### src/rtl/blast_hit_packer.sv
// blast_hit_packer: filters BLAST extension results, packs survivors as
// 64-bit records eight per 512-bit line, and writes lines to DDR at
// consecutive addresses starting from BASE_ADDR.
module blast_hit_packer #(
  parameter logic [31:0] BASE_ADDR = 32'h1000_0000,
  parameter int unsigned MIN_LEN   = 11
) (
  input  logic         clk,
  input  logic         rst,
  input  logic         res_valid,
  input  logic [31:0]  loc_start,
  input  logic [31:0]  loc_end,
  input  logic [10:0]  score,
  output logic         res_ready,
  input  logic         flush,
  output logic         flush_done,
  output logic         ddr_wr,
  output logic [31:0]  ddr_wr_addr,
  output logic [511:0] ddr_wr_data,
  input  logic         ddr_wr_done,
  output logic [15:0]  rec_count
);

  typedef enum logic {ST_IDLE = 1'b0, ST_WAIT = 1'b1} wr_state_t;

  wr_state_t      r_state;
  logic [3:0]     r_pack_cnt;
  logic           r_line_valid;
  logic [511:0]   r_line_data;
  logic           r_flush_pend;
  logic [15:0]    r_rec_count;
  logic           r_dup_valid;
  logic [31:0]    r_dup_start;
  logic [31:0]    r_dup_end;
  logic           r_ddr_wr;
  logic [31:0]    r_addr_ptr;

  logic [32:0]    w_len;
  logic [20:0]    w_len_sat;
  logic [63:0]    w_record;
  logic           w_ready;
  logic           w_accept;
  logic           w_keep;
  logic           w_dup;
  logic           w_move;
  logic           w_flush_done;
  logic [511:0]   w_line_next;

  // Length is computed one bit wider so a full-range extension does not wrap.
  assign w_len     = {1'b0, loc_end} - {1'b0, loc_start} + 33'd1;
  assign w_len_sat = (w_len > 33'h1F_FFFF) ? 21'h1F_FFFF : w_len[20:0];
  assign w_record  = {score, w_len_sat, loc_start};
  assign w_dup     = r_dup_valid && (loc_start == r_dup_start) && (loc_end == r_dup_end);

  assign w_ready  = rst && (r_pack_cnt < 4'd8) && !r_flush_pend;
  assign w_accept = res_valid && w_ready;
  assign w_keep   = w_accept && (loc_end >= loc_start) && (w_len >= 33'(MIN_LEN)) && !w_dup;

  // A full pack, or any partial pack while a flush is pending, moves into a free line.
  assign w_move       = !r_line_valid && ((r_pack_cnt == 4'd8) || (r_flush_pend && (r_pack_cnt != 4'd0)));
  assign w_flush_done = r_flush_pend && (r_pack_cnt == 4'd0) && !r_line_valid && (r_state == ST_IDLE);

  assign res_ready   = w_ready;
  assign flush_done  = w_flush_done;
  assign ddr_wr      = r_ddr_wr;
  assign ddr_wr_addr = r_addr_ptr;
  assign ddr_wr_data = r_line_data;
  assign rec_count   = r_rec_count;

  genvar gi;
  generate
    for (gi = 0; gi < 8; gi++) begin : g_slot
      logic [63:0] r_slot;
      // Capture a kept record when this slot is the next free one.
      always_ff @(posedge clk) begin
        if (!rst) begin
          r_slot <= '0;
        end else if (w_keep && (r_pack_cnt == 4'(gi))) begin
          r_slot <= w_record;
        end
      end
      // Slots beyond the fill level read as zero so partial lines are zero-padded.
      assign w_line_next[64*gi +: 64] = (r_pack_cnt > 4'(gi)) ? r_slot : 64'd0;
    end
  endgenerate

  // Pack fill level, record counter and last-kept duplicate register.
  always_ff @(posedge clk) begin
    if (!rst) begin
      r_pack_cnt  <= 4'd0;
      r_rec_count <= 16'd0;
      r_dup_valid <= 1'b0;
      r_dup_start <= 32'd0;
      r_dup_end   <= 32'd0;
    end else begin
      if (w_move) begin
        r_pack_cnt <= 4'd0;
      end else if (w_keep) begin
        r_pack_cnt <= r_pack_cnt + 4'd1;
      end
      if (w_keep) begin
        if (r_rec_count != 16'hFFFF) begin
          r_rec_count <= r_rec_count + 16'd1;
        end
        r_dup_valid <= 1'b1;
        r_dup_start <= loc_start;
        r_dup_end   <= loc_end;
      end
    end
  end

  // Flush request latch; repeated requests while pending are absorbed.
  always_ff @(posedge clk) begin
    if (!rst) begin
      r_flush_pend <= 1'b0;
    end else if (w_flush_done) begin
      r_flush_pend <= 1'b0;
    end else if (flush) begin
      r_flush_pend <= 1'b1;
    end
  end

  // Line register: loaded from the pack, released once DDR confirms the write.
  always_ff @(posedge clk) begin
    if (!rst) begin
      r_line_valid <= 1'b0;
      r_line_data  <= '0;
    end else if (w_move) begin
      r_line_valid <= 1'b1;
      r_line_data  <= w_line_next;
    end else if ((r_state == ST_WAIT) && ddr_wr_done) begin
      r_line_valid <= 1'b0;
    end
  end

  // Write FSM: one-cycle write strobe, then hold until the DDR completion.
  always_ff @(posedge clk) begin
    if (!rst) begin
      r_state    <= ST_IDLE;
      r_ddr_wr   <= 1'b0;
      r_addr_ptr <= BASE_ADDR;
    end else begin
      case (r_state)
        ST_IDLE: begin
          r_ddr_wr <= 1'b0;
          if (r_line_valid) begin
            r_ddr_wr <= 1'b1;
            r_state  <= ST_WAIT;
          end
        end
        ST_WAIT: begin
          r_ddr_wr <= 1'b0;
          if (ddr_wr_done) begin
            r_addr_ptr <= r_addr_ptr + 32'd64;
            r_state    <= ST_IDLE;
          end
        end
        default: begin
          r_ddr_wr <= 1'b0;
          r_state  <= ST_IDLE;
        end
      endcase
    end
  end

endmodule

### config.mk
export PLATFORM = sky130hd
export DESIGN_NAME = blast_hit_packer
export DESIGN_NICKNAME = d
export VERILOG_FILES = /design/src/rtl/blast_hit_packer.sv
export SDC_FILE = /design/constraint.sdc
export NUM_CORES = 2
export LEC_CHECK = 0
export ABC_AREA = 1
export ABC_CLOCK_PERIOD_IN_PS = 5010
export BUFFER_PORTS_ARGS = -buffer_cell sky130_fd_sc_hd__clkbuf_2
export CAP_MARGIN = 10
export CORE_UTILIZATION = 35
export DETAILED_ROUTE_END_ITERATION = 12
export PLACE_DENSITY = 0.55
export SETUP_SLACK_MARGIN = 0.1
export SLEW_MARGIN = 10
export SYNTH_ARGS = -nofsm -noshare
export SYNTH_HDL_FRONTEND = slang
export SYNTH_SLANG_ARGS = --single-unit
### constraint.sdc
create_clock -name clk -period 5.01 [get_ports clk]
set_input_delay 0.501 -clock clk [delete_from_list [all_inputs] [get_ports clk]]
set_output_delay 0.501 -clock clk [all_outputs]
set_load 0.01 [all_outputs]
==> flow_metrics.py <==
metrics = {
    "run_status": {
        "status": "finished, final reports clean",
    },
    "placement": {
        "gp_routability_congestion": 0.9573,
        "pre_cts_slack_ns": 0.4144,
        "post-dp-hpwl_um": 130400,
        "io_buffers": 636,
        "dpl.cell_count": 8865,
        "postPlaceCellArea_mm2": 0.05298,
    },
    "route": {
        "routedWlPerCell_um": 20.84,
        "drc": 0,
        "drt-pass1-iter-count": 6,
        "drt-initial-drc-count": 3939,
        "vias": 44366,
        "postRouteAntennaNets": 0,
        "routed_wl_um": 189600,
        "viasPerCell": 4.877,
    },
    "clock_tree": {
        "cts_tree": "built",
        "cts_setup_buffers": 0,
        "cts-root-buf": "clkbuf_16",
        "numCtsBuffers": 131,
        "htreeDepth": 4,
        "clock_path_buffers": 3,
        "cts_num_sinks": 1139,
        "path_clk_slew_ns": 0.06,
        "clkLatencyLatePin_ns": 0.77,
    },
    "worst_hold_path": {
        "min_path_type": "in2reg",
        "min-delay-start": "loc_end[12]",
    },
    "grt": {
        "grt_pass1_wl_um": 275000,
        "grt_pass1_vias": 40636,
        "grt_max_degree": 207,
        "grt.overflow.total": 0,
        "antenna_found_initial": 5,
        "track_usage_pct": 26.44,
    },
    "flow_run": {
        "maxCapViolations": 0,
    },
    "sta": {
        "setup_viol": 0,
        "tns_ns": 0,
        "slew_headroom_pct": 15.11,
        "clock_skew_ns": 0.03301,
        "maxSlewViolCount": 0,
        "worst_pin_slew_ns": 1.273,
        "rsz0062_at_grt": "no",
        "fmax_ghz": 0.2450,
        "hold_ws_ns": 0.08966,
        "setup_slack_ns": 0.9275,
        "finalCritPeriodShare_pct": 81.49,
        "fin_crit_ns": 4.082,
        "hold_viol_final": 0,
    },
    "synthesis": {
        "yosysTopAreaCell": "dfxtp_1",
        "synth_ff_type": "dfxtp_1",
        "yosys-top-cells-count": "nand2_1 (1601), dfxtp_1 (1139), nor2_1 (1116), inv_1 (721), nand3_1 (573)",
        "ys_types": 53,
        "syn-instance-count": 6774,
        "ys.warnings.count": 0,
        "synth_edf_count": 0,
        "synth_most_common_cell": "nand2_1",
        "synth.avg_cell_area_um2": 7.107,
        "yosysTopAreaCellShare_pct": 47.36,
        "synth_seq_cells": 1139,
        "synthTopCellsByArea": "dfxtp_1 (47%), nand2_1 (12%), nor2_1 (8.7%), nand3_1 (6.0%), inv_1 (5.6%)",
        "async_flop_share_pct": 0,
        "netlist_area_mm2": 0.04814,
        "ys_seq_area_share_pct": 47.36,
    },
    "setup_path": {
        "worstPathMaxFanout": 22,
        "path_class": "in2reg",
        "arrival_ns": 4.76,
        "crit_path_end_kind": "flip-flop",
        "crit_required_ns": 5.69,
        "crit_start": "loc_end[15]",
        "reg2reg_from": "r_pack_cnt[0]",
        "critPathLaunchType": "primary input",
    },
    "pwr": {
        "power_frac_seq_pct": 45.2,
        "irDropWorstVdd_mv": 0.1881,
        "power.internal_mw": 15.11,
        "finalPower_mw": 20.32,
        "p_per_area_mw_per_mm2": 355.0,
        "p_switching_mw": 5.218,
        "swShare_pct": 25.67,
        "p_clk_share_pct": 46.9,
        "leakagePower_nw": 26.20,
        "comb_power_share_pct": 7.9,
    },
    "layout": {
        "area_growth_pct": 18.91,
        "stdcell_area_mm2": 0.05725,
        "multi_input_area_mm2": 0.02044,
        "nets": 7386,
        "n_fill_cell": 14174,
        "final_core_util_pct": 42.10,
        "ff_latch_area_mm2": 0.02280,
        "drive_above_1_share_pct": 14.08,
        "antenna_cells": 0,
        "instances_no_fill": 9097,
    },
    "floorplan": {
        "rows": 135,
        "dieWidth_um": 372.9,
        "die-area_mm2": 0.1390,
        "initial_core_util_pct": 35.41,
        "coreArea_mm2": 0.1360,
        "die_y_um": 372.9,
        "io_pins": 643,
    },
}
## final timing paths
| path | end | slack (ns) | cells past startpoint |
|---|---|---|---|
| max | g_slot[2].r_slot[62] | 0.93 | 19 |
| min | r_dup_end[12] | 0.09 | 3 |
| max reg2reg | ddr_wr_data[115] | 1.65 | 10 |
| min reg2reg | ddr_wr_data[245] | 0.45 | 2 |
## worst max-delay path, cell delays in order
cell	delay (ns)
dlygate4sd3_1	0.52
clkbuf_2	0.14
inv_1	0.09
fa_1	0.63
inv_1	0.16
nand2_1	0.09
nand2_1	0.08
a21oi_1	0.27
nand2_1	0.12
a31oi_1	0.24
xor2_1	0.45
nand2_1	0.10
nor2_1	0.20
nand2_4	0.24
buf_4	0.31
nand3_4	0.19
buf_12	0.19
nand2_1	0.06
a21oi_1	0.13
## power by group through the flow
stage | Clock (mW) | Sequential [mW] | Combinational [mW]
after global placement | 0 | 9.37 | 1.60
final | 9.53 | 9.18 | 1.61
after detailed placement | 0 | 9.38 | 1.60
after CTS | 9.72 | 9.18 | 1.61
after global routing | 10.1 | 9.18 | 1.74
after floorplan | 0 | 9.37 | 0.926
## area by class of cell
type | count | area share (%)
Timing Repair Buffer | 784 | 8.318
Tap cell | 1781 | 3.892
Multi-Input combinational cell | 4426 | 35.71
Clock inverter | 34 | 0.6928
Inverter | 738 | 4.841
Sequential cell | 1139 | 39.83
Clock buffer | 195 | 6.714
## metal layers
metal	GRT usage (%)	vias up	wire, um
li1	-	22107	-
met1	34.51	20804	83790
met2	44.11	1227	90050
met3	3.613	228	8722
met4	9.995	0	7039
met5	0	-	0
## cell families after synthesis
logic type	share of synthesized area, %
DFF	47.36
and+or+nand+nor	30.30
adders and majority gates	2.485
buffers and inverters	10.44
xor gates and xnor gates	1.053
AOI/OAI and AO/OA	8.355
other	0.007789
## what timing repair did
action / 4_1_cts / 5_1_grt
hold buffers: 3 / 0
resized for setup: 0 / 0
hold endpoints to repair: 3 / 0
## sequential cells by signal, indices dropped and copies added, names as in the netlist
name	cells
rec_count	16
ddr_wr	1
ddr_wr_addr	26
r_line_valid	1
g_slot.r_slot	512
r_state	1
r_dup_valid	1
r_dup_end	32
ddr_wr_data	512
r_pack_cnt	4
r_dup_start	32
r_flush_pend	1
## placed cells by master, fill, tap and decap left out, types with 4 or more instances in the layout
cell       count
nor3_1        44
nand3_4        8
xor2_1        32
o22ai_1       11
a22o_1         4
clkbuf_8      24
fa_1          16
clkinv_1       4
inv_6          4
buf_12        36
o21ai_0      536
o31ai_1       65
nor2_1      1114
clkbuf_2     635
xnor2_1       24
buf_4        109
clkinv_2      16
bufinv_16      5
a21oi_1      113
ha_1          70
inv_2         14
conb_1         6
nor2_2         5
dfxtp_1     1139
nand2_2        6
nand2_1     1596
nor4_1        12
clkbuf_1      36
clkinv_8       4
a211oi_1      10
nand3_1      570
clkbuf_16    135
nand3_2        4
inv_1        719
nor2_4         4
nand4_1      140
(Power assumes the default switching activity.)
